==> src/rtl/axi_lite_slave_regs_if.sv <==
// AXI4-Lite bus bundle between the team's master and the register-bank slave.
interface axi_lite_slave_regs_if #(
  parameter int ADDR_WIDTH = 32,
  parameter int DATA_WIDTH = 32
);
  logic                      AWVALID;
  logic                      AWREADY;
  logic [ADDR_WIDTH-1:0]     AWADDR;
  logic [2:0]                AWPROT;
  logic                      WVALID;
  logic                      WREADY;
  logic [DATA_WIDTH-1:0]     WDATA;
  logic [DATA_WIDTH/8-1:0]   WSTRB;
  logic                      BVALID;
  logic                      BREADY;
  logic [1:0]                BRESP;
  logic                      ARVALID;
  logic                      ARREADY;
  logic [ADDR_WIDTH-1:0]     ARADDR;
  logic [2:0]                ARPROT;
  logic                      RVALID;
  logic                      RREADY;
  logic [DATA_WIDTH-1:0]     RDATA;
  logic [1:0]                RRESP;

  modport master (
    output AWVALID, AWADDR, AWPROT, WVALID, WDATA, WSTRB, BREADY,
           ARVALID, ARADDR, ARPROT, RREADY,
    input  AWREADY, WREADY, BVALID, BRESP, ARREADY, RVALID, RDATA, RRESP
  );

  modport slave (
    input  AWVALID, AWADDR, AWPROT, WVALID, WDATA, WSTRB, BREADY,
           ARVALID, ARADDR, ARPROT, RREADY,
    output AWREADY, WREADY, BVALID, BRESP, ARREADY, RVALID, RDATA, RRESP
  );
endinterface

==> src/rtl/axi_lite_slave_regs.sv <==
// AXI4-Lite register bank: NUM_REGS byte-strobed registers, independent read and
// write FSMs, SLVERR on addresses past the bank, contents exported on regs_o.
module axi_lite_slave_regs #(
  parameter int ADDR_WIDTH = 32,
  parameter int DATA_WIDTH = 32,
  parameter int NUM_REGS   = 16
) (
  input  logic                           ACLK,
  input  logic                           ARESETn,
  axi_lite_slave_regs_if.slave           bus,
  output logic [NUM_REGS*DATA_WIDTH-1:0] regs_o
);
  localparam int STRB_W = DATA_WIDTH / 8;
  localparam int LSB    = $clog2(STRB_W);
  localparam int IDX_W  = $clog2(NUM_REGS);

  localparam logic [0:0] W_COLLECT = 1'b0;
  localparam logic [0:0] W_RESP    = 1'b1;
  localparam logic [0:0] R_IDLE    = 1'b0;
  localparam logic [0:0] R_DATA    = 1'b1;

  localparam logic [1:0] RESP_OKAY   = 2'b00;
  localparam logic [1:0] RESP_SLVERR = 2'b10;

  // Any address bit at or above the bank span makes the access out of range.
  function automatic logic addr_ok(input logic [ADDR_WIDTH-1:0] a);
    return ~|(a >> (LSB + IDX_W));
  endfunction

  logic [DATA_WIDTH-1:0] regs [NUM_REGS];

  logic [0:0]            w_state;
  logic                  aw_held;
  logic                  w_held;
  logic [ADDR_WIDTH-1:0] aw_addr;
  logic [DATA_WIDTH-1:0] w_data;
  logic [STRB_W-1:0]     w_strb;
  logic [1:0]            bresp;

  logic [0:0]            r_state;
  logic [DATA_WIDTH-1:0] rdata;
  logic [1:0]            rresp;

  logic                  aw_hs;
  logic                  w_hs;
  logic                  ar_hs;
  logic                  commit;
  logic [ADDR_WIDTH-1:0] wr_addr;
  logic [DATA_WIDTH-1:0] wr_data;
  logic [STRB_W-1:0]     wr_strb;
  logic [IDX_W-1:0]      wr_idx;
  logic [IDX_W-1:0]      rd_idx;
  logic                  unused_ok;

  assign bus.AWREADY = (w_state == W_COLLECT) && !aw_held;
  assign bus.WREADY  = (w_state == W_COLLECT) && !w_held;
  assign bus.BVALID  = (w_state == W_RESP);
  assign bus.BRESP   = bresp;
  assign bus.ARREADY = (r_state == R_IDLE);
  assign bus.RVALID  = (r_state == R_DATA);
  assign bus.RDATA   = rdata;
  assign bus.RRESP   = rresp;

  assign aw_hs = bus.AWVALID && bus.AWREADY;
  assign w_hs  = bus.WVALID && bus.WREADY;
  assign ar_hs = bus.ARVALID && bus.ARREADY;

  // A half that was accepted earlier comes from the holding register, the other from the bus.
  assign commit  = (w_state == W_COLLECT) && (aw_held || aw_hs) && (w_held || w_hs);
  assign wr_addr = aw_held ? aw_addr : bus.AWADDR;
  assign wr_data = w_held ? w_data : bus.WDATA;
  assign wr_strb = w_held ? w_strb : bus.WSTRB;
  assign wr_idx  = wr_addr[LSB +: IDX_W];
  assign rd_idx  = bus.ARADDR[LSB +: IDX_W];

  assign unused_ok = &{1'b0, bus.AWPROT, bus.ARPROT};

  always_ff @(posedge ACLK) begin
    if (aw_hs) aw_addr <= bus.AWADDR;
    if (w_hs) begin
      w_data <= bus.WDATA;
      w_strb <= bus.WSTRB;
    end
  end

  always_ff @(posedge ACLK or negedge ARESETn) begin
    if (!ARESETn) begin
      w_state <= W_COLLECT;
      aw_held <= 1'b0;
      w_held  <= 1'b0;
      bresp   <= RESP_OKAY;
    end else if (w_state == W_COLLECT) begin
      if (commit) begin
        w_state <= W_RESP;
        aw_held <= 1'b0;
        w_held  <= 1'b0;
        bresp   <= addr_ok(wr_addr) ? RESP_OKAY : RESP_SLVERR;
      end else begin
        if (aw_hs) aw_held <= 1'b1;
        if (w_hs)  w_held  <= 1'b1;
      end
    end else if (bus.BREADY) begin
      w_state <= W_COLLECT;
    end
  end

  always_ff @(posedge ACLK or negedge ARESETn) begin
    if (!ARESETn) begin
      for (int i = 0; i < NUM_REGS; i++) regs[i] <= '0;
    end else if (commit && addr_ok(wr_addr)) begin
      for (int b = 0; b < STRB_W; b++)
        if (wr_strb[b]) regs[wr_idx][b*8 +: 8] <= wr_data[b*8 +: 8];
    end
  end

  // Read samples regs before any same-edge write lands, so a collision returns old data.
  always_ff @(posedge ACLK or negedge ARESETn) begin
    if (!ARESETn) begin
      r_state <= R_IDLE;
      rdata   <= '0;
      rresp   <= RESP_OKAY;
    end else if (r_state == R_IDLE) begin
      if (ar_hs) begin
        r_state <= R_DATA;
        rdata   <= addr_ok(bus.ARADDR) ? regs[rd_idx] : '0;
        rresp   <= addr_ok(bus.ARADDR) ? RESP_OKAY : RESP_SLVERR;
      end
    end else if (bus.RREADY) begin
      r_state <= R_IDLE;
    end
  end

  for (genvar g = 0; g < NUM_REGS; g++) begin : g_regs_out
    assign regs_o[g*DATA_WIDTH +: DATA_WIDTH] = regs[g];
  end
endmodule

==> src/flat_wrapper.sv <==
// flat-port wrapper written by rule: the top's interface ports become plain ports
module axi_lite_slave_regs_flat 
#(
  parameter int ADDR_WIDTH = 32,
  parameter int DATA_WIDTH = 32,
  parameter int NUM_REGS   = 16
)
  (ACLK, ARESETn, regs_o, bus_AWVALID, bus_AWADDR, bus_AWPROT, bus_WVALID, bus_WDATA, bus_WSTRB, bus_BREADY, bus_ARVALID, bus_ARADDR, bus_ARPROT, bus_RREADY, bus_AWREADY, bus_WREADY, bus_BVALID, bus_BRESP, bus_ARREADY, bus_RVALID, bus_RDATA, bus_RRESP);
  axi_lite_slave_regs_if #(.ADDR_WIDTH(ADDR_WIDTH), .DATA_WIDTH(DATA_WIDTH)) bus_i ();
  input  logic ACLK;
  input  logic ARESETn;
  output logic [NUM_REGS*DATA_WIDTH-1:0] regs_o;
  input wire logic [$bits(bus_i.AWVALID)-1:0] bus_AWVALID;
  input wire logic [$bits(bus_i.AWADDR)-1:0] bus_AWADDR;
  input wire logic [$bits(bus_i.AWPROT)-1:0] bus_AWPROT;
  input wire logic [$bits(bus_i.WVALID)-1:0] bus_WVALID;
  input wire logic [$bits(bus_i.WDATA)-1:0] bus_WDATA;
  input wire logic [$bits(bus_i.WSTRB)-1:0] bus_WSTRB;
  input wire logic [$bits(bus_i.BREADY)-1:0] bus_BREADY;
  input wire logic [$bits(bus_i.ARVALID)-1:0] bus_ARVALID;
  input wire logic [$bits(bus_i.ARADDR)-1:0] bus_ARADDR;
  input wire logic [$bits(bus_i.ARPROT)-1:0] bus_ARPROT;
  input wire logic [$bits(bus_i.RREADY)-1:0] bus_RREADY;
  output wire logic [$bits(bus_i.AWREADY)-1:0] bus_AWREADY;
  output wire logic [$bits(bus_i.WREADY)-1:0] bus_WREADY;
  output wire logic [$bits(bus_i.BVALID)-1:0] bus_BVALID;
  output wire logic [$bits(bus_i.BRESP)-1:0] bus_BRESP;
  output wire logic [$bits(bus_i.ARREADY)-1:0] bus_ARREADY;
  output wire logic [$bits(bus_i.RVALID)-1:0] bus_RVALID;
  output wire logic [$bits(bus_i.RDATA)-1:0] bus_RDATA;
  output wire logic [$bits(bus_i.RRESP)-1:0] bus_RRESP;
  assign bus_i.AWVALID = bus_AWVALID;
  assign bus_i.AWADDR = bus_AWADDR;
  assign bus_i.AWPROT = bus_AWPROT;
  assign bus_i.WVALID = bus_WVALID;
  assign bus_i.WDATA = bus_WDATA;
  assign bus_i.WSTRB = bus_WSTRB;
  assign bus_i.BREADY = bus_BREADY;
  assign bus_i.ARVALID = bus_ARVALID;
  assign bus_i.ARADDR = bus_ARADDR;
  assign bus_i.ARPROT = bus_ARPROT;
  assign bus_i.RREADY = bus_RREADY;
  assign bus_AWREADY = bus_i.AWREADY;
  assign bus_WREADY = bus_i.WREADY;
  assign bus_BVALID = bus_i.BVALID;
  assign bus_BRESP = bus_i.BRESP;
  assign bus_ARREADY = bus_i.ARREADY;
  assign bus_RVALID = bus_i.RVALID;
  assign bus_RDATA = bus_i.RDATA;
  assign bus_RRESP = bus_i.RRESP;
  axi_lite_slave_regs #(.ADDR_WIDTH(ADDR_WIDTH), .DATA_WIDTH(DATA_WIDTH), .NUM_REGS(NUM_REGS)) u_core (.ACLK(ACLK), .ARESETn(ARESETn), .bus(bus_i), .regs_o(regs_o));
endmodule
==> config.mk <==
export PLATFORM = sky130hd
export DESIGN_NAME = axi_lite_slave_regs_flat
export DESIGN_NICKNAME = d
export VERILOG_FILES = /design/src/rtl/axi_lite_slave_regs_if.sv /design/src/rtl/axi_lite_slave_regs.sv /design/src/flat_wrapper.sv
export SDC_FILE = /design/constraint.sdc
export NUM_CORES = 1
export LEC_CHECK = 0
export BUFFER_PORTS_ARGS = -buffer_cell sky130_fd_sc_hd__buf_2
export CORE_ASPECT_RATIO = 0.7
export CORE_MARGIN = 3
export CORE_UTILIZATION = 40
export DETAILED_ROUTE_END_ITERATION = 6
export GPL_TIMING_DRIVEN = 0
export REMOVE_ABC_BUFFERS = 1
export SYNTH_ARGS = -nofsm -noshare
export SYNTH_HDL_FRONTEND = slang
export SYNTH_SLANG_ARGS = --single-unit
==> constraint.sdc <==
create_clock -name ACLK -period 2.7 [get_ports ACLK]
set_input_delay 0.135 -clock ACLK [delete_from_list [all_inputs] [get_ports ACLK]]
set_output_delay 0.135 -clock ACLK [all_outputs]
set_load 0.1 [all_outputs]
==> metrics.log, run 1 <==
[metrics] RePlAce Congestion: 0.8307
[metrics] floorplan die height: 225.7 µm
[metrics] category of the worst setup path launch point: flop
[metrics] via total after detailed routing: 19.24k
[metrics] worst vdd ir: 0.0008464 V
[metrics] number of synthesized flops with an enable pin: 66
[metrics] worst reg2reg setup slack: -0.03 ns
[metrics] Floorplan Core Area: ~0.067 mm²
[metrics] final critical-path required period: 2.732 ns
[metrics] Syn. warnings: 0
[metrics] combined area of all synthesized cells: 0.02758 mm²
[metrics] most common cell in the synthesized netlist: sky130_fd_sc_hd__dfrtp_1
[metrics] most used standard cells in the synthesized netlist: sky130_fd_sc_hd__dfrtp_1, sky130_fd_sc_hd__mux2_2, sky130_fd_sc_hd__mux4_2
[metrics] Hold Violations, Final: 0
[metrics] number of instances in the synthesized netlist: ~1.7k
[metrics] Syn-to-layout area delta: 28.94%
[metrics] Worst Clk Skew: 0.02474 ns
[metrics] startpoint of the most critical register-to-register path: u_core.aw_held
[metrics] top post-synthesis cells by area: sky130_fd_sc_hd__dfrtp_1, sky130_fd_sc_hd__mux2_2, sky130_fd_sc_hd__mux4_2
[metrics] Max transition margin: 0.3446
[metrics] Switching Fraction: 0.3252
[metrics] critical path endpoint category: flop
[metrics] H-tree levels: 2
[metrics] worst setup path endpoint: u_core.regs_o[479]
[metrics] Final Instance Count excl. Fillers: 3374
[metrics] Worst Path Required: 3.20 ns
[metrics] CTS sink cnt: 616
[metrics] worst path cell trace: buf_12 > nor4_1 > nand4_1 > buf_4 > a22oi_2 > buf_4 > buf_4 > and4_2 > mux2_2
[metrics] final wirelength: 97.36 mm
[metrics] switching power total: 0.007649 W
[metrics] async set-reset flop share out of synthesis: 0.8929
[metrics] FF-to-FF End: u_core.regs_o[479]
[metrics] top_reg_cell synth: sky130_fd_sc_hd__dfrtp_1
[metrics] library cell occupying the most area in the post-synthesis netlist: sky130_fd_sc_hd__dfrtp_1
[metrics] mean instance size in the synthesized netlist: 16.33 µm²
[metrics] final cycle utilization of the critical path: 1.012
[metrics] post-DP HPWL: about 67 mm
[metrics] number of design rule violations left after detail routing: 0
[metrics] proportion of layout cells with a drive suffix above 1: 0.6226
[metrics] Detail Route Antenna Nets: 0
[metrics] relative contribution of combinational cells to total power: 0.200
[metrics] violation count after the first detailed-routing iteration: about 1.5k
[metrics] buffer depth of the longest clock path: 3
[metrics] type of the worst setup path: reg -> reg
[metrics] TritonCTS buffer count: 61
[metrics] final setup violation count: 14
[metrics] slowest CP cell: sky130_fd_sc_hd__dfrtp_4
[metrics] number of global-route vias before repair: 19.80k
[metrics] I/O pin cnt: 666
[metrics] gate family responsible for the most delay along the worst path: simple AND/OR/NAND/NOR gates
[metrics] worst r2r path cells: 9
[metrics] library cells used by synthesis: 49
[metrics] Clk pwr share: 0.367
[metrics] wire length of the first global-routing pass: 139.3 mm
[metrics] Clk pin slew, worst setup/hold paths: 0.06 ns
[metrics] remaining global-route overflow: 0
[metrics] setup repair after global routing missed its margin: true
[metrics] internal power contribution: 0.01587 W
[metrics] Std-Cell Rows: ~80
[metrics] highest fanout seen on the critical path: 9
[metrics] starting density of the core: 0.4097
[metrics] sequential share of the synthesized area: 0.5710
[metrics] violated checks: setup timing
[metrics] die area: 0.07218 mm²
[metrics] Root Driver: sky130_fd_sc_hd__clkbuf_16
[metrics] total number of cells along the worst setup path: 9
[metrics] CTS tree: done
[metrics] upper clock frequency limit: 366.0 MHz
[metrics] cell repeated most along the worst path: sky130_fd_sc_hd__buf_4
[metrics] pin count of the biggest net entering global routing: 118
[metrics] Final nets: 2543
[metrics] critical path data arrival time: ~3.2 ns
[metrics] sequential fraction of design power: 0.433
[metrics] die width: 319.8 µm
[metrics] Static Leak: 18.28 nW
[metrics] mean routed wirelength per cell: 28.86 µm
[metrics] fin worst setup slack: -0.03211 ns
[metrics] classification of the worst-slack hold path: in -> reg
[metrics] flip-flop and latch count after synthesis: between 600 and 700
[metrics] Setup TNS: -0.2147 ns
[metrics] overall track demand over capacity in global routing: 0.2628
[metrics] result of the run: finished, violations left
[metrics] count of port buffers added during placement: 653
[metrics] Worst-Margin Slew: 0.9832 ns
[metrics] core utilization of the finished layout: 0.5282
[metrics] power density over the cells: about 660 mW/mm²
[metrics] start point of the critical path: u_core.aw_held
[metrics] number of antenna violations at the first check in global routing: 6
[metrics] clk_lat worst skew: 0.63 ns
[metrics] total power after layout: 0.02352 W
[metrics] first-pass iteration count of the detailed router: 5
[metrics] routed via count divided by cell count: 5.701
[metrics] max-cap violation count: 0
[metrics] Buf+Inv Stages, Crit Path: 4
[metrics] delay of the slowest cell on the worst path: 0.50 ns
[metrics] Placed Instances: 3139
[metrics] number of max-slew violations in the final report: 0
[metrics] post-synth top area share: 0.4991
metal layers:
layer | global-route usage | share of wire
met1 | 0.3598 | 0.43
met2 | 0.4198 | 0.47
met3 | 0.06827 | 0.077
met4 | 0.06896 | 0.023
met5 | 0 | 0
flip-flops by register name, indices dropped and copies added, names as in the netlist, 4 cells and up:
name / cells
u_core.aw_addr: 30
u_core.regs_o: 512
u_core.w_data: 32
u_core.w_strb: 4
u_core.bus.RDATA: 32
placed cells by master, fill, tap and decap left out, types with 3 or more instances in the layout:
cell and count:
sky130_fd_sc_hd__a211oi_4 3, sky130_fd_sc_hd__a21oi_1 3, sky130_fd_sc_hd__a22o_1 32, sky130_fd_sc_hd__a22oi_1 65, sky130_fd_sc_hd__a22oi_2 3, sky130_fd_sc_hd__and4_4 7
sky130_fd_sc_hd__buf_12 5, sky130_fd_sc_hd__buf_16 14, sky130_fd_sc_hd__buf_2 650, sky130_fd_sc_hd__buf_4 39, sky130_fd_sc_hd__buf_6 4, sky130_fd_sc_hd__buf_8 7
sky130_fd_sc_hd__bufinv_16 4, sky130_fd_sc_hd__clkbuf_1 19, sky130_fd_sc_hd__clkbuf_16 61, sky130_fd_sc_hd__clkbuf_8 15, sky130_fd_sc_hd__clkinv_2 12, sky130_fd_sc_hd__dfrtp_1 547
sky130_fd_sc_hd__diode_2 3, sky130_fd_sc_hd__dlygate4sd3_1 73, sky130_fd_sc_hd__edfxtp_1 66, sky130_fd_sc_hd__inv_1 5, sky130_fd_sc_hd__mux2_1 29, sky130_fd_sc_hd__mux2_2 517
sky130_fd_sc_hd__mux4_2 128, sky130_fd_sc_hd__nand2_1 34, sky130_fd_sc_hd__nand2_8 3, sky130_fd_sc_hd__nand3_1 3, sky130_fd_sc_hd__nand4_1 20, sky130_fd_sc_hd__nand4_2 5
sky130_fd_sc_hd__nand4_4 35, sky130_fd_sc_hd__nor2_1 7, sky130_fd_sc_hd__nor3_1 5, sky130_fd_sc_hd__nor4_1 10
per-stage QoR:
step	instance area, µm²	worst slack, ns	hold WS (ns)
2_1_floorplan	27080	-1.141	-0.1606
3_3_place_gp	31460	-9.811	0.3173
3_5_place_dp	32080	-1.138	-0.01526
4_1_cts	35420	0.01031	0.1005
5_1_grt	35550	-0.09723	0.1306
6_report	35560	-0.03211	0.1384
final cells by class:
type / count / area [µm²]
Clock buffer: 95 / 1804
Fill cell: 5624 / 31760
Timing Repair Buffer: 792 / 4912
Inverter: 5 / 18.77
Antenna cell: 3 / 7.507
Multi-Input combinational cell: 954 / 11750
Sequential cell: 616 / 15750
Clock inverter: 18 / 196.4
Tap cell: 891 / 1115
how the worst min path moves through the flow:
stage / cells past startpoint / startpoint / end / slack (ns)
6_report: 5 / bus_ARADDR[30] / u_core.bus.RDATA[12] / 0.14
3_5_place_dp: 1 / ARESETn / u_core.regs_o[9] / -0.02
3_3_place_gp: 2 / bus_RREADY / u_core.bus.RVALID / 0.32
2_1_floorplan: 0 / ARESETn / u_core.aw_held / -0.16
5_1_grt: 5 / bus_ARADDR[30] / u_core.bus.RDATA[4] / 0.13
4_1_cts: 5 / bus_ARADDR[30] / u_core.bus.RDATA[12] / 0.10
power by group through the flow:
stage / logic, W / clock network, W / registers (W)
6_report: 0.00471 / 0.00863 / 0.0102
3_3_place_gp: 0.00408 / 0 / 0.0104
5_1_grt: 0.00494 / 0.00920 / 0.0102
3_5_place_dp: 0.00422 / 0 / 0.0104
2_1_floorplan: 0.00148 / 0 / 0.0115
4_1_cts: 0.00466 / 0.00881 / 0.0102
cell families after synthesis:
kind of cell	Yosys count	share of synthesized area
multiplexers	676	0.3283
buffers and inverters	121	0.01878
other	1	0.0001360
flip-flops	616	0.5710
AO/OA/AOI/OAI	118	0.03417
AND/OR/NAND/NOR	157	0.04764
repair_timing:
action | CTS | global route
endpoints found under the setup margin | 512 | 406
buffers inserted | 39 | 6
gates cloned | 1 | 0
hold buffers | 73 | 0
pin swaps | 21 | 4
resized for setup | 52 | 14
hold endpoints to repair | 318 | 0
tightest hold or removal path, stage by stage:
cell and delay [ns]:
sky130_fd_sc_hd__buf_2 0.07, sky130_fd_sc_hd__nor4_1 0.03, sky130_fd_sc_hd__nand3_1 0.11, sky130_fd_sc_hd__nor2_4 0.14
sky130_fd_sc_hd__a22o_1 0.21
No activity file was read; power rests on OpenSTA's default activity.
==> inputs of run 2 (changes only) <==
--- a/config.mk
+++ b/config.mk
@@ -6,7 +6,7 @@
 export NUM_CORES = 1
 export LEC_CHECK = 0
 export BUFFER_PORTS_ARGS = -buffer_cell sky130_fd_sc_hd__buf_2
-export CORE_ASPECT_RATIO = 0.7
+export CORE_ASPECT_RATIO = 1.75
 export CORE_MARGIN = 3
 export CORE_UTILIZATION = 40
 export DETAILED_ROUTE_END_ITERATION = 6
==> run 2 against run 1 <==
Largest power group unchanged. Highest routed layer is now met5. The flow now finishes without violations. Critical path type unchanged. Register-to-register slack improved by 0.09 ns. First-iteration DRC count fell by 30%. Setup slack better by 0.091 ns.
==> metrics.log, run 2 (synthesized netlist as in run 1, its figures left out) <==
[metrics] result of the run: completed
[metrics] start point of the critical path: u_core.aw_held
[metrics] Worst Clk Skew: 0.02282 ns
[metrics] delay of the slowest cell on the worst path: 0.52 ns
[metrics] overall track demand over capacity in global routing: 0.2682
[metrics] slowest CP cell: sky130_fd_sc_hd__dfrtp_4
[metrics] commonest non-fill, non-tap cell in the layout: sky130_fd_sc_hd__buf_2
[metrics] type of the worst setup path: reg -> reg
[metrics] first-pass iteration count of the detailed router: 5
[metrics] worst vdd ir: 0.0008263 V
[metrics] max-cap violation count: 0
[metrics] die area: 0.07225 mm²
[metrics] Placed Instances: 3142
[metrics] worst path cell trace: buf_12 > nor4_4 > nand3_2 > buf_12 > a211oi_4 > buf_6 > buf_12 > buf_8 > nand4_4 > mux2_4
[metrics] mean routed wirelength per cell: 29.29 µm
[metrics] Syn-to-layout area delta: 29.36%
[metrics] clk_lat worst skew: 0.63 ns
[metrics] highest fanout seen on the critical path: 8
[metrics] detailed-route wire length on metal 1: 36.71 mm
[metrics] category of the worst setup path launch point: flop
[metrics] critical path endpoint category: flop
[metrics] count of port buffers added during placement: 653
[metrics] top routing layer in use: met5
[metrics] Final nets: roughly 2.5k
[metrics] core utilization of the finished layout: 0.5250
[metrics] Buf+Inv Stages, Crit Path: 5
[metrics] classification of the worst-slack hold path: in -> async
[metrics] CTS sink cnt: between 600 and 700
[metrics] upper clock frequency limit: ~380 MHz
[metrics] max reg flops: 512
[metrics] floorplan die height: 353.3 µm
[metrics] Hold Violations, Final: 0
[metrics] CTS tree: done
[metrics] power density over the cells: 656.3 mW/mm²
[metrics] Root Driver: sky130_fd_sc_hd__clkbuf_16
[metrics] number of global-route vias before repair: 20.42k
[metrics] setup repair after global routing missed its margin: true
[metrics] number of design rule violations left after detail routing: 0
[metrics] post-DP HPWL: 70.12 mm
[metrics] RePlAce Congestion: between 0.8 and 0.9
[metrics] final wirelength: 98.97 mm
[metrics] Detail Route Antenna Nets: 0
[metrics] final setup violation count: 0
[metrics] total power after layout: 0.02341 W
[metrics] total length of routed met3 wires: 8.085 mm
[metrics] Static Leak: 18.32 nW
[metrics] most frequent cells in the layout: sky130_fd_sc_hd__buf_2, sky130_fd_sc_hd__dfrtp_1, sky130_fd_sc_hd__mux2_2, sky130_fd_sc_hd__mux4_2, sky130_fd_sc_hd__dlygate4sd3_1
[metrics] Worst-Margin Slew: roughly 0.93 ns
[metrics] die width: 204.5 µm
[metrics] cell repeated most along the worst path: sky130_fd_sc_hd__buf_12
[metrics] buffer depth of the longest clock path: 3
[metrics] pin count of the biggest net entering global routing: about 130
[metrics] proportion of layout cells with a drive suffix above 1: 0.6261
[metrics] critical path data arrival time: approximately 3.2 ns
[metrics] I/O pin cnt: about 670
[metrics] remaining global-route overflow: 0
[metrics] amount of wire on met2 after detailed routing: approximately 50 mm
[metrics] TritonCTS buffer count: 57
[metrics] Floorplan Core Area: 0.06795 mm²
[metrics] Clk pin slew, worst setup/hold paths: 0.07 ns
[metrics] number of max-slew violations in the final report: 0
[metrics] Std-Cell Rows: around 130
[metrics] Final Instance Count excl. Fillers: between 3k and 4k
[metrics] final cycle utilization of the critical path: 0.9783
[metrics] Max transition margin: 0.3760
[metrics] Worst Path Required: about 3.2 ns
[metrics] startpoint of the most critical register-to-register path: u_core.aw_held
[metrics] via total after detailed routing: 19.10k
[metrics] gate family responsible for the most delay along the worst path: buffers and inverters
[metrics] routed via count divided by cell count: 5.652
[metrics] number of antenna violations at the first check in global routing: 4
[metrics] wire length of the first global-routing pass: around 140 mm
[metrics] starting density of the core: 0.4058
[metrics] H-tree levels: 2
[metrics] final critical-path required period: 2.641 ns
[metrics] violation count after the first detailed-routing iteration: 1026
[metrics] worst hold slack after final layout: just under 0.1 ns
## run 2: final timing paths
check                      slack [ns]  cells past startpoint                   end
max in group asynchronous        0.78                      4    u_core.regs_o[467]
min                               0.1                      2    u_core.regs_o[205]
max reg2reg                      0.06                     10    u_core.regs_o[361]
min reg2reg                      0.50                      1  u_core.bus.RDATA[16]
max                              0.06                     10    u_core.regs_o[361]
min in group ACLK                0.18                      6   u_core.bus.RRESP[1]
## run 2: worst register-to-register path: cells and delay by family (launching register included)
| family | cells | cell delay (ns) |
|---|---|---|
| AND/OR/NAND/NOR | 3 | 0.66 |
| AO/OA/AOI/OAI | 1 | 0.24 |
| multiplexers | 1 | 0.41 |
| flip-flops | 1 | 0.52 |
| buffers and inverters | 5 | 0.71 |
## run 2: final cells by class
class / count / area, µm²
Multi-Input combinational cell: 955 / 11780
Fill cell: 5780 / 32270
Inverter: 5 / 18.77
Sequential cell: 616 / 15750
Antenna cell: 1 / 2.502
Clock buffer: 77 / 1665
Timing Repair Buffer: 799 / 5031
Clock inverter: 30 / 299.0
Tap cell: 896 / 1121
## run 2: metal layers
| layer | track usage | vias up |
|---|---|---|
| met3 | 0.07415 | 207 |
| met5 | 0 | - |
| met4 | 0.1081 | 6 |
| met2 | 0.4597 | 864 |
| li1 | - | 8032 |
| met1 | 0.3178 | 9989 |
## run 2: what timing repair did
| item | 4_1_cts | 5_1_grt |
|---|---|---|
| gates cloned | 1 | 1 |
| buffers inserted | 44 | 11 |
| resized for setup | 55 | 18 |
| setup endpoints to repair | 531 | 229 |
| hold buffers | 71 | 1 |
| pin swaps | 27 | 9 |
| endpoints found under the hold margin | 156 | 1 |
## run 2: power breakdown
part,switching [W],internal (W)
registers,0.000300,0.00982
clock network,0.00373,0.00481
logic,0.00366,0.00109
## run 2: metrics by stage
stage	setup WS [ns]	TNS (ns)	cell area, µm²
after global routing	-0.02084	-0.2227	35670
after floorplan	-1.141	-520.31	27080
after CTS	-0.05530	-1.272	35460
after global placement	-9.651	-7090.88	31470
after detailed placement	-1.634	-703.43	32010
final	0.05860	0	35670
==> inputs of run 3 (changes only) <==
--- a/config.mk
+++ b/config.mk
@@ -11,6 +11,7 @@
 export CORE_UTILIZATION = 40
 export DETAILED_ROUTE_END_ITERATION = 6
 export GPL_TIMING_DRIVEN = 0
+export PLACE_DENSITY_LB_ADDON = 0.3
 export REMOVE_ABC_BUFFERS = 1
 export SYNTH_ARGS = -nofsm -noshare
 export SYNTH_HDL_FRONTEND = slang
==> run 3 against run 2 <==
Setup slack got worse by 0.0048 ns. Sequential cell count did not move. Design area barely moved. Hold slack got worse by 0.021 ns. Clock power barely moved. Register-to-register slack improved by 0.06 ns. Die area did not move. Largest cell class unchanged. Core utilization barely moved. Final cell count barely moved. Sequential power barely moved. Critical path type is now in -> reg.
==> metrics.log, run 3 (synthesized netlist as in run 1, its figures left out) <==
[metrics] Worst Path Required: 3.19 ns
[metrics] number of max-slew violations in the final report: 0
[metrics] worst setup path endpoint: u_core.regs_o[306]
[metrics] category of the worst setup path launch point: input pin
[metrics] slowest CP cell: sky130_fd_sc_hd__or4b_1
[metrics] number of design rule violations left after detail routing: 0
[metrics] wire length of the first global-routing pass: 143.6 mm
[metrics] CTS sink cnt: 616
[metrics] critical path data arrival time: between 3 and 4 ns
[metrics] Final nets: 2546
[metrics] Worst Clk Skew: 0.02557 ns
[metrics] number of global-route vias before repair: 20.85k
[metrics] starting density of the core: 0.4058
[metrics] worst reg2reg setup slack: 0.12 ns
[metrics] H-tree levels: 2
[metrics] max-cap violation count: 0
[metrics] worst hold slack after final layout: about 0.077 ns
[metrics] remaining global-route overflow: 0
[metrics] routed via count divided by cell count: between 5 and 6
[metrics] Syn-to-layout area delta: 29.25%
[metrics] commonest non-fill, non-tap cell in the layout: sky130_fd_sc_hd__buf_2
[metrics] final setup violation count: 0
[metrics] die area: 0.07225 mm²
[metrics] worst r2r path cells: 8
[metrics] upper clock frequency limit: 377.9 MHz
[metrics] final critical-path required period: 2.646 ns
[metrics] via total after detailed routing: 19.20k
[metrics] final cycle utilization of the critical path: 0.9801
[metrics] worst path cell trace: dlygate4sd3_1 > buf_2 > or4_4 > or4b_1 > nand2_8 > nand4_4 > mux2_2
[metrics] max reg flops: 512
[metrics] Detail Route Antenna Nets: 0
[metrics] critical path endpoint category: flop
[metrics] final wirelength: 98.39 mm
[metrics] number of antenna violations at the first check in global routing: 2
[metrics] post-DP HPWL: 69.42 mm
[metrics] delay of the slowest cell on the worst path: between 0.6 and 0.7 ns
[metrics] Final Instance Count excl. Fillers: 3378
[metrics] start point of the critical path: bus_AWADDR[10]
[metrics] Static Leak: 18.31 nW
[metrics] Std-Cell Rows: 126
[metrics] type of the worst setup path: in -> reg
[metrics] classification of the worst-slack hold path: in -> async
[metrics] pin count of the biggest net entering global routing: 121
[metrics] startpoint of the most critical register-to-register path: u_core.aw_held
[metrics] die width: ~200 µm
[metrics] floorplan die height: 353.3 µm
[metrics] CTS tree: done
[metrics] Root Driver: sky130_fd_sc_hd__clkbuf_16
[metrics] highest fanout seen on the critical path: 14
[metrics] total power after layout: roughly 0.023 W
[metrics] setup repair after global routing missed its margin: false
[metrics] clk_lat worst skew: approximately 0.63 ns
[metrics] RePlAce Congestion: 0.8431
[metrics] count of port buffers added during placement: 653
[metrics] first-pass iteration count of the detailed router: 5
[metrics] TritonCTS buffer count: 56
[metrics] Max transition margin: 0.3707
[metrics] proportion of layout cells with a drive suffix above 1: 0.6260
[metrics] fillcell total: 5777
[metrics] Buf+Inv Stages, Crit Path: 2
[metrics] gate family responsible for the most delay along the worst path: simple AND/OR/NAND/NOR gates
[metrics] overall track demand over capacity in global routing: 0.2684
[metrics] mean routed wirelength per cell: 29.13 µm
[metrics] buffer depth of the longest clock path: 3
[metrics] Worst-Margin Slew: 0.9439 ns
[metrics] violation count after the first detailed-routing iteration: ~1.0k
[metrics] power density over the cells: between 600 and 700 mW/mm²
[metrics] FF-to-FF End: u_core.regs_o[220]
[metrics] result of the run: completed
[metrics] total number of cells along the worst setup path: 7
[metrics] Clk pin slew, worst setup/hold paths: 0.07 ns
[metrics] Hold Violations, Final: 0
[metrics] Floorplan Core Area: 0.06795 mm²
[metrics] most frequent cells in the layout: sky130_fd_sc_hd__buf_2, sky130_fd_sc_hd__dfrtp_1, sky130_fd_sc_hd__mux2_2, sky130_fd_sc_hd__mux4_2, sky130_fd_sc_hd__dlygate4sd3_1
[metrics] Placed Instances: between 3k and 4k
[metrics] I/O pin cnt: between 600 and 700
[metrics] worst vdd ir: roughly 0.00058 V
## run 3: cell count changes in the layout (fill, tap and decap cells not counted), sizes merged
cell | before | now
clkinvlp | 2 | 1
bufinv | 5 | 8
clkbuf | 77 | 72
inv | 7 | 12
dlygate4sd3 | 72 | 73
clkinv | 21 | 18
nand2 | 39 | 38
## run 3: worst register-to-register path: stages (launching register included)
cell	delay, ns
sky130_fd_sc_hd__dfrtp_4	0.45
sky130_fd_sc_hd__buf_12	0.16
sky130_fd_sc_hd__nor4b_4	0.26
sky130_fd_sc_hd__nand3_4	0.23
sky130_fd_sc_hd__a211oi_4	0.30
sky130_fd_sc_hd__buf_6	0.19
sky130_fd_sc_hd__buf_6	0.16
sky130_fd_sc_hd__nand4_4	0.28
sky130_fd_sc_hd__mux2_4	0.41
## run 3: power breakdown
group / internal [W] / switching (W) / leakage [nW]
registers: 0.00982 / 0.000299 / 8.17
logic: 0.00108 / 0.00367 / 9.18
clock network: 0.00485 / 0.00371 / 0.960
## run 3: routing by layer
| layer | GRT usage | vias up | share of wire |
|---|---|---|---|
| li1 | - | 8034 | - |
| met1 | 0.3173 | 10075 | 0.37 |
| met2 | 0.4591 | 884 | 0.50 |
| met3 | 0.07147 | 205 | 0.080 |
| met4 | 0.1156 | 0 | 0.047 |
| met5 | 0 | - | 0 |
## run 3: worst min path at each step
stage,to,start,cells past startpoint
2_1_floorplan,u_core.aw_held,ARESETn,0
3_3_place_gp,u_core.bus.RVALID,bus_RREADY,2
3_5_place_dp,u_core.regs_o[235],ARESETn,1
4_1_cts,u_core.regs_o[207],ARESETn,2
5_1_grt,u_core.regs_o[239],ARESETn,2
6_report,u_core.regs_o[239],ARESETn,2
## run 3: layout make-up
type | instances | area [µm²] | area share
sequential | 616 | 15750 | 0.4420
antenna | 1 | 2.502 | 0.00007021
inverter | 5 | 18.77 | 0.0005266
clock inverter | 34 | 382.9 | 0.01074
clock buffer | 72 | 1554 | 0.04360
timing repair buffer | 800 | 5017 | 0.1408
tap | 896 | 1121 | 0.03145
multi-input combinational | 954 | 11790 | 0.3309
## run 3: metrics by stage
stage / utilization / instance area [µm²] / setup slack [ns] / setup TNS (ns)
global route: 0.5245 / 35640 / 0.01715 / 0
floorplan: - / 27080 / -1.141 / -520.31
finish: 0.5246 / 35640 / 0.05384 / 0
CTS: 0.5225 / 35510 / -0.002411 / -0.003046
global placement: 0.4632 / 31470 / -9.613 / -7152.78
detailed placement: 0.4711 / 32010 / -1.693 / -676.75
## run 3: what timing repair did
action | in CTS | in global routing
hold endpoints to repair | 151 | 0
gates cloned | 1 | 0
hold buffers | 73 | 0
resized for setup | 56 | 21
pin swaps | 23 | 2
setup buffers | 51 | 3
setup endpoints to repair | 546 | 395
